==> src/rtl/mtx_enc_pkg.sv <==
// Shared constants, encodings and helpers for the matrix instruction encoder.
// Optional feature macro: MTX_ENC_PERF_EN (perf counters on the top level).
package mtx_enc_pkg;

    localparam int ROWS      = 4;
    localparam int MREGS     = 4;
    localparam int ROW_BYTES = 16;
    localparam int RW        = (ROWS > 1) ? $clog2(ROWS) : 1;

    localparam logic [6:0] MTYPE  = 7'b0001011;
    localparam logic [2:0] M_LD   = 3'b000;
    localparam logic [2:0] M_ST   = 3'b001;
    localparam logic [2:0] M_MOPA = 3'b010;

    typedef enum logic [1:0] {
        MENC_LDT  = 2'b00,
        MENC_STT  = 2'b01,
        MENC_MOPA = 2'b10,
        MENC_RSVD = 2'b11
    } menc_op_e;

    typedef enum logic {
        ST_IDLE = 1'b0,
        ST_EMIT = 1'b1
    } menc_state_e;

    function automatic logic [4:0] slice_idx(input logic [1:0] tile,
                                             input logic [RW-1:0] row);
        return 5'(tile) * 5'(ROWS) + 5'(row);
    endfunction

endpackage

==> src/rtl/mtx_inst_pack.sv <==
// Combinational field packer: command fields plus row index -> one Mtype word.
// Slice offsets are built in 12 bits; the encoder already rejected overflow.
module mtx_inst_pack
    import mtx_enc_pkg::*;
(
    input  logic [1:0]    op_i,
    input  logic [1:0]    md_i,
    input  logic [1:0]    ms1_i,
    input  logic [1:0]    ms2_i,
    input  logic [4:0]    rs1_i,
    input  logic [11:0]   imm_i,
    input  logic [RW-1:0] row_i,
    output logic [31:0]   word_o
);

    logic [11:0] off;
    logic [4:0]  slc;

    // Pick the word layout for the current command type.
    always_comb begin
        off    = imm_i + 12'(row_i) * 12'(ROW_BYTES);
        slc    = slice_idx(md_i, row_i);
        word_o = '0;
        unique case (1'b1)
            (op_i == MENC_LDT):
                word_o = {off, rs1_i, M_LD, slc, MTYPE};
            (op_i == MENC_STT):
                word_o = {off[11:5], slc, rs1_i, M_ST, off[4:0], MTYPE};
            (op_i == MENC_MOPA):
                word_o = {7'b0, slice_idx(ms2_i, '0), slice_idx(ms1_i, '0),
                          M_MOPA, slice_idx(md_i, '0), MTYPE};
            default:
                word_o = '0;
        endcase
    end

endmodule

==> src/rtl/mtx_inst_encoder.sv <==
// Expands tile commands (LDT/STT/MOPA) into a stream of Mtype instructions.
// Define MTX_ENC_PERF_EN to add perf_inst_cnt / perf_rej_cnt outputs.
module mtx_inst_encoder
    import mtx_enc_pkg::*;
(
    input  logic        clk,
    input  logic        rstn,
    input  logic        cmd_valid,
    output logic        cmd_ready,
    input  logic [1:0]  cmd_op,
    input  logic [1:0]  cmd_md,
    input  logic [1:0]  cmd_ms1,
    input  logic [1:0]  cmd_ms2,
    input  logic [4:0]  cmd_rs1,
    input  logic [11:0] cmd_imm,
    output logic        inst_valid,
    input  logic        inst_ready,
    output logic [31:0] inst_o,
    output logic        busy,
    output logic        err_o
`ifdef MTX_ENC_PERF_EN
    ,
    output logic [31:0] perf_inst_cnt,
    output logic [15:0] perf_rej_cnt
`endif
);

    localparam logic signed [12:0] LAST_SPAN = 13'((ROWS - 1) * ROW_BYTES);
    localparam logic signed [12:0] IMM_MAX   = 13'sd2047;

    menc_state_e   state_q, state_d;
    logic [RW-1:0] row_q, row_d;
    logic [1:0]    op_q, op_d, md_q, md_d;
    logic [1:0]    ms1_q, ms1_d, ms2_q, ms2_d;
    logic [4:0]    rs1_q, rs1_d;
    logic [11:0]   imm_q, imm_d;
    logic          vld_q, vld_d;
    logic [31:0]   inst_q, inst_d;
    logic          err_q, err_d;

    logic          cmd_fire, inst_fire, legal, last_row;
    logic signed [12:0] last_off;
    logic [1:0]    pk_op, pk_md, pk_ms1, pk_ms2;
    logic [4:0]    pk_rs1;
    logic [11:0]   pk_imm;
    logic [RW-1:0] pk_row;
    logic [31:0]   pk_word;

    assign cmd_ready  = (state_q == ST_IDLE);
    assign busy       = (state_q != ST_IDLE);
    assign inst_valid = vld_q;
    assign inst_o     = inst_q;
    assign err_o      = err_q;
    assign cmd_fire   = cmd_valid && cmd_ready;
    assign inst_fire  = vld_q && inst_ready;

    // Legality: reserved op, or a load/store whose last slice offset overflows.
    always_comb begin
        last_off = $signed({cmd_imm[11], cmd_imm}) + LAST_SPAN;
        legal    = 1'b1;
        if (cmd_op == MENC_RSVD) begin
            legal = 1'b0;
        end else if (cmd_op != MENC_MOPA && last_off > IMM_MAX) begin
            legal = 1'b0;
        end
    end

    // Packer sees live command fields in IDLE, captured fields while emitting.
    always_comb begin
        pk_op  = cmd_op;
        pk_md  = cmd_md;
        pk_ms1 = cmd_ms1;
        pk_ms2 = cmd_ms2;
        pk_rs1 = cmd_rs1;
        pk_imm = cmd_imm;
        pk_row = '0;
        if (state_q == ST_EMIT) begin
            pk_op  = op_q;
            pk_md  = md_q;
            pk_ms1 = ms1_q;
            pk_ms2 = ms2_q;
            pk_rs1 = rs1_q;
            pk_imm = imm_q;
            pk_row = row_q + RW'(1);
        end
    end

    mtx_inst_pack u_pack (
        .op_i   (pk_op),
        .md_i   (pk_md),
        .ms1_i  (pk_ms1),
        .ms2_i  (pk_ms2),
        .rs1_i  (pk_rs1),
        .imm_i  (pk_imm),
        .row_i  (pk_row),
        .word_o (pk_word)
    );

    assign last_row = (op_q == MENC_MOPA) || (row_q == RW'(ROWS - 1));

    // Next-state: accept/reject in IDLE, step through slices in EMIT.
    always_comb begin
        state_d = state_q;
        row_d   = row_q;
        op_d    = op_q;
        md_d    = md_q;
        ms1_d   = ms1_q;
        ms2_d   = ms2_q;
        rs1_d   = rs1_q;
        imm_d   = imm_q;
        vld_d   = vld_q;
        inst_d  = inst_q;
        err_d   = 1'b0;
        unique case (state_q)
            ST_IDLE: begin
                if (cmd_fire && legal) begin
                    state_d = ST_EMIT;
                    row_d   = '0;
                    op_d    = cmd_op;
                    md_d    = cmd_md;
                    ms1_d   = cmd_ms1;
                    ms2_d   = cmd_ms2;
                    rs1_d   = cmd_rs1;
                    imm_d   = cmd_imm;
                    vld_d   = 1'b1;
                    inst_d  = pk_word;
                end else if (cmd_fire) begin
                    err_d = 1'b1;
                end
            end
            ST_EMIT: begin
                if (inst_fire && last_row) begin
                    state_d = ST_IDLE;
                    row_d   = '0;
                    vld_d   = 1'b0;
                end else if (inst_fire) begin
                    row_d  = row_q + RW'(1);
                    inst_d = pk_word;
                end
            end
            default: state_d = ST_IDLE;
        endcase
    end

    // State and output registers.
    always_ff @(posedge clk or negedge rstn) begin
        if (!rstn) begin
            state_q <= ST_IDLE;
            row_q   <= '0;
            op_q    <= '0;
            md_q    <= '0;
            ms1_q   <= '0;
            ms2_q   <= '0;
            rs1_q   <= '0;
            imm_q   <= '0;
            vld_q   <= 1'b0;
            inst_q  <= '0;
            err_q   <= 1'b0;
        end else begin
            state_q <= state_d;
            row_q   <= row_d;
            op_q    <= op_d;
            md_q    <= md_d;
            ms1_q   <= ms1_d;
            ms2_q   <= ms2_d;
            rs1_q   <= rs1_d;
            imm_q   <= imm_d;
            vld_q   <= vld_d;
            inst_q  <= inst_d;
            err_q   <= err_d;
        end
    end

`ifdef MTX_ENC_PERF_EN
    logic [31:0] pinst_q;
    logic [15:0] prej_q;

    assign perf_inst_cnt = pinst_q;
    assign perf_rej_cnt  = prej_q;

    // Handshake counter wraps; reject counter saturates.
    always_ff @(posedge clk or negedge rstn) begin
        if (!rstn) begin
            pinst_q <= '0;
            prej_q  <= '0;
        end else begin
            if (inst_fire) begin
                pinst_q <= pinst_q + 32'd1;
            end
            if (err_d && prej_q != 16'hFFFF) begin
                prej_q <= prej_q + 16'd1;
            end
        end
    end
`endif

endmodule

==> config.mk <==
export PLATFORM = sky130hd
export DESIGN_NAME = mtx_inst_encoder
export DESIGN_NICKNAME = d
export VERILOG_FILES = /design/src/rtl/mtx_enc_pkg.sv /design/src/rtl/mtx_inst_pack.sv /design/src/rtl/mtx_inst_encoder.sv
export SDC_FILE = /design/constraint.sdc
export NUM_CORES = 1
export LEC_CHECK = 0
export ABC_AREA = 0
export BUFFER_PORTS_ARGS = -buffer_cell sky130_fd_sc_hd__buf_2
export CAP_MARGIN = 0
export CORE_ASPECT_RATIO = 1.2
export CORE_MARGIN = 3
export CORE_UTILIZATION = 45
export DETAILED_ROUTE_END_ITERATION = 8
export PLACE_DENSITY = 0.7
export SYNTH_ARGS = -nofsm -noshare
export SYNTH_HDL_FRONTEND = slang
export SYNTH_SLANG_ARGS = --single-unit
==> constraint.sdc <==
create_clock -name clk -period 3 [get_ports clk]
set_clock_uncertainty 0.1 [all_clocks]
set_input_delay 0.15 -clock clk [delete_from_list [all_inputs] [get_ports clk]]
set_output_delay 0.15 -clock clk [all_outputs]
set_load 0.1 [all_outputs]
==> results.py, run 1 <==
metrics = {
    "worst_setup_path": {
        "crit_buf_inv": 2,
        "cp-start-kind": "flip-flop",
        "cp_data_arrival_time_ps": 2660,
        "cp_max_fo": 28,
        "path_cells": "clkinv_2 > nor2_1 > ha_1 > inv_1 > fa_1 > nor3_1 > xnor2_1 > mux2i_1 > a31o_2",
        "cp.required_ps": 3100,
        "critPathSlowestCell": "dfrtp_4",
        "path_class": "flip-flop to flip-flop",
        "path_delay_family": "flip-flops",
        "end_kind": "flip-flop",
        "max_stage_delay_ps": 640,
        "r2r_start": "busy",
        "crit_start": "busy",
    },
    "synthesis": {
        "async_reset_ff_share_pct": 100.0,
        "synth_cell_types": 44,
        "synth_area_um2": 3053,
        "ys_seq_elements": 55,
        "synth_compound_area_share_pct": 8.770,
        "yosysTopAreaCellShare_pct": 45.08,
        "synth_flop_cell": "dfrtp_1",
        "synth-xor-area-share_pct": 2.008,
        "ys_top_cells_by_area": "dfrtp_1 45%, mux2_2 11%, mux2i_1 7.5%, mux2_4 6.9%, nor2_1 2.7%",
        "synth-simple-area-share_pct": 11.07,
        "synth_fa_ha_area_share_pct": 2.295,
        "syn-instance-count": 271,
        "synth_edf_count": 0,
        "muxShareOfSynthArea_pct": 25.49,
        "synth_top_family_by_area": "multiplexers",
        "synth_top_area_cell": "dfrtp_1",
        "syn_avg_cell_area_um2": 11.27,
        "ys_seq_area_share_pct": 45.08,
        "ys_warn_count": 0,
    },
    "routing": {
        "avgViaCountPerCell": 5.311,
        "wl_per_cell_um": 15.90,
        "drt_iter0_drc": 88,
        "drtAntennaViolNets": 0,
        "drt_wl_total_mm": 6.740,
        "dr.pass1.iters": 4,
        "route.detailed.drc": 0,
        "vias": 2252,
    },
    "sta": {
        "maxSlewHeadroom_pct": 58.40,
        "fmax_mhz": 390.3,
        "min_period_over_period_pct": 85.41,
        "totalNegativeSetupSlack_ps": 0,
        "finalMaxSlewViolations": 0,
        "hold_viol": 0,
        "grt_setup_unrepaired": "no",
        "tightest_slew_ps": 606.6,
        "min_period_ps": 2562,
        "worst_slack_ps": 437.6,
        "setup_viol": 0,
    },
    "clock_tree": {
        "clock_latency_ps": 310,
        "cts_buffers": 5,
        "hold_buffers": 12,
        "cts_tree": "done",
        "cts.clk_slew.worst_paths_ps": 100,
        "cts_resized": 0,
        "cts_sinks": 55,
        "post_cts_buffers": 0,
        "cts_root_buf": "clkbuf_8",
        "clk_path_buf_depth": 2,
        "cts_max_level": 2,
    },
    "floorplanning": {
        "coreArea_um2": 6486,
        "placementRows": 32,
        "die_w_um": 81.19,
        "top_level_ports": 65,
        "dieHeight_um": 96.23,
        "die_area_um2": 7813,
        "start_util_pct": 47.07,
    },
    "global_routing": {
        "grt_usage_pct": 18.43,
        "grt_pass1_vias": 2332,
        "grt-ovfl-total": 0,
        "antenna_found_initial": 0,
        "grt_pass1_wl_mm": 11.22,
        "grt_max_degree": 40,
    },
    "cells_and_area": {
        "num_antenna_cells": 0,
        "mostFrequentLayoutCells": "59 x buf_2, 54 x dfrtp_1, 30 x mux2_2",
        "final_common_cell": "buf_2",
        "finalNonFillerCells": 424,
        "fillers": 595,
        "layout.nets": 372,
        "area_growth_pct": 18.32,
        "drive_gt1_share_pct": 36.58,
        "ff_latch_area_um2": 1380,
        "multi_input_area_um2": 1545,
    },
    "placed_design": {
        "placed_cells": 404,
        "place_ws_ps": 370.9,
        "numPortBuffers": 59,
        "hpwl_mm": 4.859,
        "place.gp.congestion": 0.8274,
    },
    "job": {
        "cap_viol_max_count": 0,
    },
    "hold_path": {
        "min-delay-start": "cmd_imm[8]",
        "hold_class": "input port to flip-flop",
    },
    "run_status": {
        "status": "completed",
    },
}
-- cells in the mapped netlist (2+ instances only) --
cell	number
a21o_1	4
a21oi_1	8
a22oi_1	3
a31oi_1	3
buf_1	2
buf_2	3
buf_4	7
buf_6	2
clkbuf_1	6
dfrtp_1	55
ha_1	4
inv_1	9
mux2_2	30
mux2_4	14
mux2i_1	23
nand2_1	16
nand2b_1	2
nand3_1	11
nand3b_1	3
nor2_1	22
nor3_1	5
nor3b_1	2
o21ai_0	9
o22ai_1	3
xnor2_1	4
xor2_1	3
-- sequential cells by signal, indices dropped and copies added (netlist names) --
register,cells
op_q,2
row_q,2
ms2_q,2
md_q,2
inst_valid,1
ms1_q,2
inst_o,25
rs1_q,5
err_o,1
imm_q,12
busy,1
-- final cells by class --
| cell class | instances | area share (%) |
|---|---|---|
| Clock inverter | 2 | 0.4503 |
| Timing Repair Buffer | 76 | 12.54 |
| Clock buffer | 6 | 2.009 |
| Tap cell | 85 | 2.944 |
| Inverter | 10 | 1.074 |
| Sequential cell | 55 | 38.21 |
| Multi-Input combinational cell | 190 | 42.78 |
-- metal layers --
layer,track usage [%],wire [um],share of wire [%],vias up
li1,-,-,-,1074
met1,23.68,2947,44,1114
met2,32.19,3433,51,59
met3,3.371,304,4.5,5
met4,3.944,55,0.82,0
met5,0,0,0,-
-- per-stage QoR --
stage / cell area (um2) / hold slack (ps) / util, %
after detailed placement: 3403 / 101.5 / 52.47
after CTS: 3612 / 9.148 / 55.69
after global placement: 3403 / 98.66 / 52.47
final: 3612 / 13.08 / 55.69
after global routing: 3612 / 24.92 / 55.69
after floorplan: 3079 / -245.6 / -
-- final timing paths --
kind / end / slack (ps) / depth (start not counted)
worst max-delay path: inst_o[30] / 440 / 9
worst min-delay path: imm_q[8] / 10 / 2
worst max register to register: inst_o[30] / 440 / 9
worst min register to register: inst_o[13] / 410 / 1
max in group asynchronous: inst_o[18] / 1790 / 3
min in group asynchronous: inst_o[8] / 280 / 2
-- cells by family after synthesis --
kind of cell | after synthesis
buffers and inverters | 30
adder cells (fa/ha/maj) | 5
multiplexers | 67
AND/OR/NAND/NOR | 68
AO/OA/AOI/OAI | 38
other | 1
flip-flops | 55
XOR/XNOR | 7
Power of run 1 is not shown: default switching activity piles up to over one toggle a cycle in this logic, so the estimate is an artifact.
==> run 2: changes to the inputs <==
--- a/config.mk
+++ b/config.mk
@@ -12,6 +12,8 @@
 export CORE_MARGIN = 3
 export CORE_UTILIZATION = 45
 export DETAILED_ROUTE_END_ITERATION = 8
+export GPL_TIMING_DRIVEN = 1
+export HOLD_SLACK_MARGIN = 0.06
 export PLACE_DENSITY = 0.7
 export SYNTH_ARGS = -nofsm -noshare
 export SYNTH_HDL_FRONTEND = slang
==> results.py, run 2 (synthesis results as in run 1) <==
metrics = {
    "sta": {
        "tightest_slew_ps": 608.2,
        "min_period_over_period_pct": 95.09,
        "maxSlewHeadroom_pct": 58.30,
        "totalNegativeSetupSlack_ps": 0,
        "setup_viol": 0,
        "finalMaxSlewViolations": 0,
        "holdWs_ps": 71.40,
        "fmax_mhz": 350.5,
        "grt_setup_unrepaired": "no",
        "min_period_ps": 2853,
        "hold_viol": 0,
    },
    "hold_path": {
        "min-delay-start": "cmd_valid",
        "min_to": "row_q[0]",
        "hold_class": "input port to flip-flop",
        "worstHoldPathCells": 3,
    },
    "routing": {
        "wl_per_cell_um": 15.68,
        "avgViaCountPerCell": 5.241,
        "route.detailed.drc": 0,
        "drt_wl_total_mm": 6.819,
        "drtAntennaViolNets": 0,
        "vias": 2280,
        "drt_iter0_drc": 97,
        "dr.pass1.iters": 4,
    },
    "worst_setup_path": {
        "end_kind": "flip-flop",
        "path_cells": "dlygate4sd3_1 > buf_2 > inv_1 > ha_1 > or4b_2 > o211ai_1 > a221oi_4 > nand2b_4 > mux2_4",
        "crit_buf_inv": 3,
        "r2r_cells": 9,
        "cp_max_fo": 21,
        "path_class": "input port to flip-flop",
        "r2r_start": "busy",
        "cp.required_ps": 3090,
        "max_stage_delay_ps": 610,
        "path_delay_family": "simple AND/OR/NAND/NOR gates",
        "regToRegSetupSlack_ps": 440,
        "path_depth": 9,
        "cp_data_arrival_time_ps": 2950,
        "cp-start-kind": "input port",
        "worstReg2RegEnd": "inst_o[30]",
        "critPathSlowestCell": "or4b_2",
    },
    "placed_design": {
        "place.gp.congestion": 0.8274,
        "placed_cell_area_um2": 3403,
        "placed_cells": 404,
        "hpwl_mm": 4.859,
        "numPortBuffers": 59,
    },
    "clock_tree": {
        "cts_max_level": 2,
        "cts.clk_slew.worst_paths_ps": 100,
        "cts_sinks": 55,
        "clk_path_buf_depth": 2,
        "cts_resized": 0,
        "cts_buffers": 5,
        "clock_latency_ps": 310,
        "cts_root_buf": "clkbuf_8",
        "cts_tree": "done",
    },
    "cells_and_area": {
        "layout.nets": 383,
        "final_common_cell": "buf_2",
        "area_growth_pct": 21.93,
        "num_antenna_cells": 0,
        "fin_area_um2": 3722,
        "mostFrequentLayoutCells": "59 x buf_2, 54 x dfrtp_1, 30 x mux2_2",
        "drive_gt1_share_pct": 35.43,
        "largest_reg_flops": 25,
        "finalNonFillerCells": 435,
    },
    "global_routing": {
        "grt_usage_pct": 18.70,
        "grt_pass1_vias": 2411,
        "grt-ovfl-total": 0,
        "grt_max_degree": 40,
        "antenna_found_initial": 0,
        "grt_pass1_wl_mm": 11.39,
    },
    "floorplanning": {
        "die_area_um2": 7813,
        "start_util_pct": 47.07,
        "die_w_um": 81.19,
        "top_level_ports": 65,
        "coreArea_um2": 6486,
        "placementRows": 32,
        "dieHeight_um": 96.23,
    },
    "job": {
        "cap_viol_max_count": 0,
    },
    "run_status": {
        "status": "completed",
    },
}
[run 2: cell count changes in the layout (fill, tap and decap cells not counted)]
| cell | change |
|---|---|
| dlygate4sd3_1 | +11 |
[run 2: how the worst max path moves through the flow]
stage	slack [ps]	from	to
after global placement	440	cmd_imm[5]	inst_o[15]
after CTS	150	cmd_imm[5]	inst_o[29]
after detailed placement	370	cmd_imm[5]	inst_o[16]
final	150	cmd_imm[5]	inst_o[29]
after global routing	30	cmd_imm[4]	inst_o[29]
after floorplan	8	busy	inst_o[30]
[run 2: stage by stage]
stage | utilization [%] | setup WS, ps
5_1_grt | 57.39 | 28.09
3_5_place_dp | 52.47 | 370.9
4_1_cts | 57.39 | 154.5
3_3_place_gp | 52.47 | 436.0
6_report | 57.39 | 147.2
2_1_floorplan | - | 7.557
[run 2: layer usage]
metal  GRT usage (%)  wire length (um)  vias up  share of wire, %
li1                -                 -     1097                 -
met1           24.20              3058     1124                45
met2           32.74              3461       54                51
met3           2.996               244        5               3.6
met4           4.085                55        0              0.81
met5               0                 0        -                 0
[run 2: layout make-up]
type / instances / area, um2
Fill cell: 585 / 2764
Tap cell: 85 / 106.4
Clock buffer: 6 / 72.57
Sequential cell: 55 / 1380
Inverter: 10 / 38.79
Timing Repair Buffer: 87 / 563.0
Clock inverter: 2 / 16.27
Multi-Input combinational cell: 190 / 1545
[run 2: timing repair]
action                     in CTS  in global routing
setup endpoints to repair       0                  0
buffers inserted                0                  0
hold endpoints to repair       49                  0
hold buffers                   23                  0
[run 2: worst reg2reg max path: stages, from the launching register on]
cell and delay (ps):
dfrtp_4 640, clkinv_2 190, nor2_1 140, ha_1 170, inv_1 60, fa_1 420, nor3_1 250, xnor2_1 150
mux2i_1 90, a31o_2 240
Power of run 2 is left out for the same reason.
==> run 3: changes to the inputs <==
--- a/config.mk
+++ b/config.mk
@@ -17,4 +17,5 @@
 export PLACE_DENSITY = 0.7
 export SYNTH_ARGS = -nofsm -noshare
 export SYNTH_HDL_FRONTEND = slang
+export SYNTH_HIERARCHICAL = 1
 export SYNTH_SLANG_ARGS = --single-unit
==> results.py, run 3 <==
metrics = {
    "run_status": {
        "status": "completed",
    },
    "global_routing": {
        "grt_usage_pct": 18.81,
        "grt_pass1_vias": 2577,
        "grt_pass1_wl_mm": 12.59,
        "grt-busiest-layer": "met2",
        "grt-ovfl-total": 0,
        "grt_max_degree": 63,
        "antenna_found_initial": 0,
        "grtUsageMet1_pct": 23.90,
        "grt_util_met3_pct": 4.007,
        "use_met2_pct": 31.59,
    },
    "floorplanning": {
        "dieHeight_um": 100.7,
        "placementRows": 33,
        "start_util_pct": 47.86,
        "coreArea_um2": 7019,
        "die_w_um": 84.88,
        "top_level_ports": 65,
        "die_area_um2": 8543,
    },
    "clock_tree": {
        "cts.clk_slew.worst_paths_ps": 70,
        "cts_sinks": 62,
        "cts_buffers": 9,
        "clock_latency_ps": 340,
        "clk_path_buf_depth": 2,
        "cts_resized": 0,
        "cts_root_buf": "clkbuf_8",
        "cts_max_level": 3,
        "cts_tree": "done",
    },
    "worst_setup_path": {
        "r2r_cells": 6,
        "path_class": "input port to flip-flop",
        "end_kind": "flip-flop",
        "cp.required_ps": 3130,
        "worstReg2RegEnd": "inst_o[31]",
        "cp-start-kind": "input port",
        "cp_data_arrival_time_ps": 2710,
        "r2r_start": "busy",
        "cp_max_fo": 12,
        "regToRegSetupSlack_ps": 590,
    },
    "sta": {
        "finalMaxSlewViolations": 0,
        "grt_setup_unrepaired": "no",
        "fmax_mhz": 387.5,
        "worst_slack_ps": 419.2,
        "totalNegativeSetupSlack_ps": 0,
        "hold_viol": 0,
        "tightest_slew_ps": 788.7,
        "min_period_over_period_pct": 86.03,
        "min_period_ps": 2581,
        "maxSlewHeadroom_pct": 47.42,
        "setup_viol": 0,
    },
    "placed_design": {
        "place.gp.congestion": 0.7969,
        "numPortBuffers": 64,
        "hpwl_mm": 5.032,
        "place_ws_ps": 600.3,
    },
    "synthesis": {
        "yosysTopAreaCellShare_pct": 46.18,
        "syn_avg_cell_area_um2": 12.77,
        "ys_seq_elements": 62,
        "ys_warn_count": 6,
        "synth-simple-area-share_pct": 7.374,
        "synth_area_um2": 3359,
        "synth_top_family_by_area": "multiplexers",
        "synth_cell_types": 39,
        "ys_seq_area_share_pct": 46.18,
        "syn-instance-count": 263,
        "muxShareOfSynthArea_pct": 32.70,
        "async_reset_ff_share_pct": 100.0,
        "synth_fa_ha_area_share_pct": 2.086,
        "synth_commonest_cells": "62 x dfrtp_1, 46 x mux2_2, 36 x mux2_4, 16 x nand2_1, 12 x o21ai_0",
        "synth.most_common_cell": "dfrtp_1",
        "synth_top_area_cell": "dfrtp_1",
        "synth_compound_area_share_pct": 5.736,
        "synth_flop_cell": "dfrtp_1",
        "synth_edf_count": 0,
        "synth-xor-area-share_pct": 0.5214,
        "ys_top_cells_by_area": "dfrtp_1 46%, mux2_4 16%, mux2_2 15%, o21ai_0 1.8%, buf_4 1.8%",
    },
    "cells_and_area": {
        "fin_util_pct": 60.12,
        "mostFrequentLayoutCells": "64 x buf_2, 61 x dfrtp_1, 46 x mux2_2",
        "largest_reg_flops": 32,
        "drive_gt1_share_pct": 48.34,
        "num_antenna_cells": 0,
        "area_growth_pct": 25.62,
        "layout.nets": 392,
        "final_common_cell": "buf_2",
    },
    "routing": {
        "dr.pass1.iters": 4,
        "drt_iter0_drc": 98,
        "vias": 2322,
        "drt_wl_total_mm": 7.327,
        "route.detailed.drc": 0,
        "wl_per_cell_um": 16.32,
        "drtAntennaViolNets": 0,
        "avgViaCountPerCell": 5.171,
    },
    "hold_path": {
        "hold_class": "flip-flop to flip-flop",
        "min_to": "rs1_q[1]",
        "min-delay-start": "rs1_q[1]",
        "worstHoldPathCells": 1,
    },
    "job": {
        "cap_viol_max_count": 0,
    },
}
==> run 3: through the flow <==
step	hold slack, ps	area [um2]	instances
finish	400.2	4220	449
CTS	403.1	4220	449
floorplan	-245.6	3376	267
detailed placement	269.2	3722	405
global placement	267.6	3722	405
global route	422.8	4220	449
==> run 3: kinds of logic (layout without fill, tap and decap cells) <==
logic type | Yosys count | count (layout)
other | 1 | 5
multiplexers | 86 | 86
adder cells (fa/ha/maj) | 5 | 5
buffers and inverters | 29 | 124
flip-flops | 62 | 62
AND/OR/NAND/NOR | 49 | 49
XOR/XNOR | 2 | 2
AO/OA/AOI/OAI | 29 | 29
==> run 3: how the worst max path moves through the flow <==
stage | startpoint | to | slack (ps) | cells after the start
final | cmd_imm[4] | inst_o[26] | 420 | 9
after detailed placement | cmd_imm[4] | inst_o[26] | 600 | 8
after global placement | cmd_imm[4] | inst_o[26] | 640 | 8
after CTS | cmd_imm[4] | inst_o[26] | 440 | 9
after global routing | cmd_imm[4] | inst_o[26] | 260 | 9
after floorplan | busy | inst_o[31] | 370 | 7
==> run 3: layout make-up <==
| type | count | area, um2 |
|---|---|---|
| well taps | 87 | 108.9 |
| clock inverters | 3 | 42.54 |
| multi-input cells | 176 | 1645 |
| clock buffers | 12 | 165.2 |
| flip-flops and latches | 62 | 1553 |
| repair buffers | 99 | 668.1 |
| inverters | 10 | 37.54 |
| fillers | 568 | 2799 |
==> run 3: worst max-delay path: stages <==
cell and delay (ps):
dlygate4sd3_1 520, buf_2 120, inv_1 70, ha_1 280
o21ai_0 200, o211ai_2 180, a21oi_4 520, buf_4 320
mux2_2 350
==> run 3: timing repair <==
| item | 4_1_cts | 5_1_grt |
|---|---|---|
| setup buffers | 0 | 0 |
| hold endpoints to repair | 89 | 0 |
| hold buffers | 29 | 0 |
==> run 3: per-layer routing <==
layer	vias up	share of wire, %
met4	0	1.3
li1	1101	-
met2	64	50
met1	1148	45
met3	9	4.3
met5	-	0
Power of run 3 is left out for the same reason.
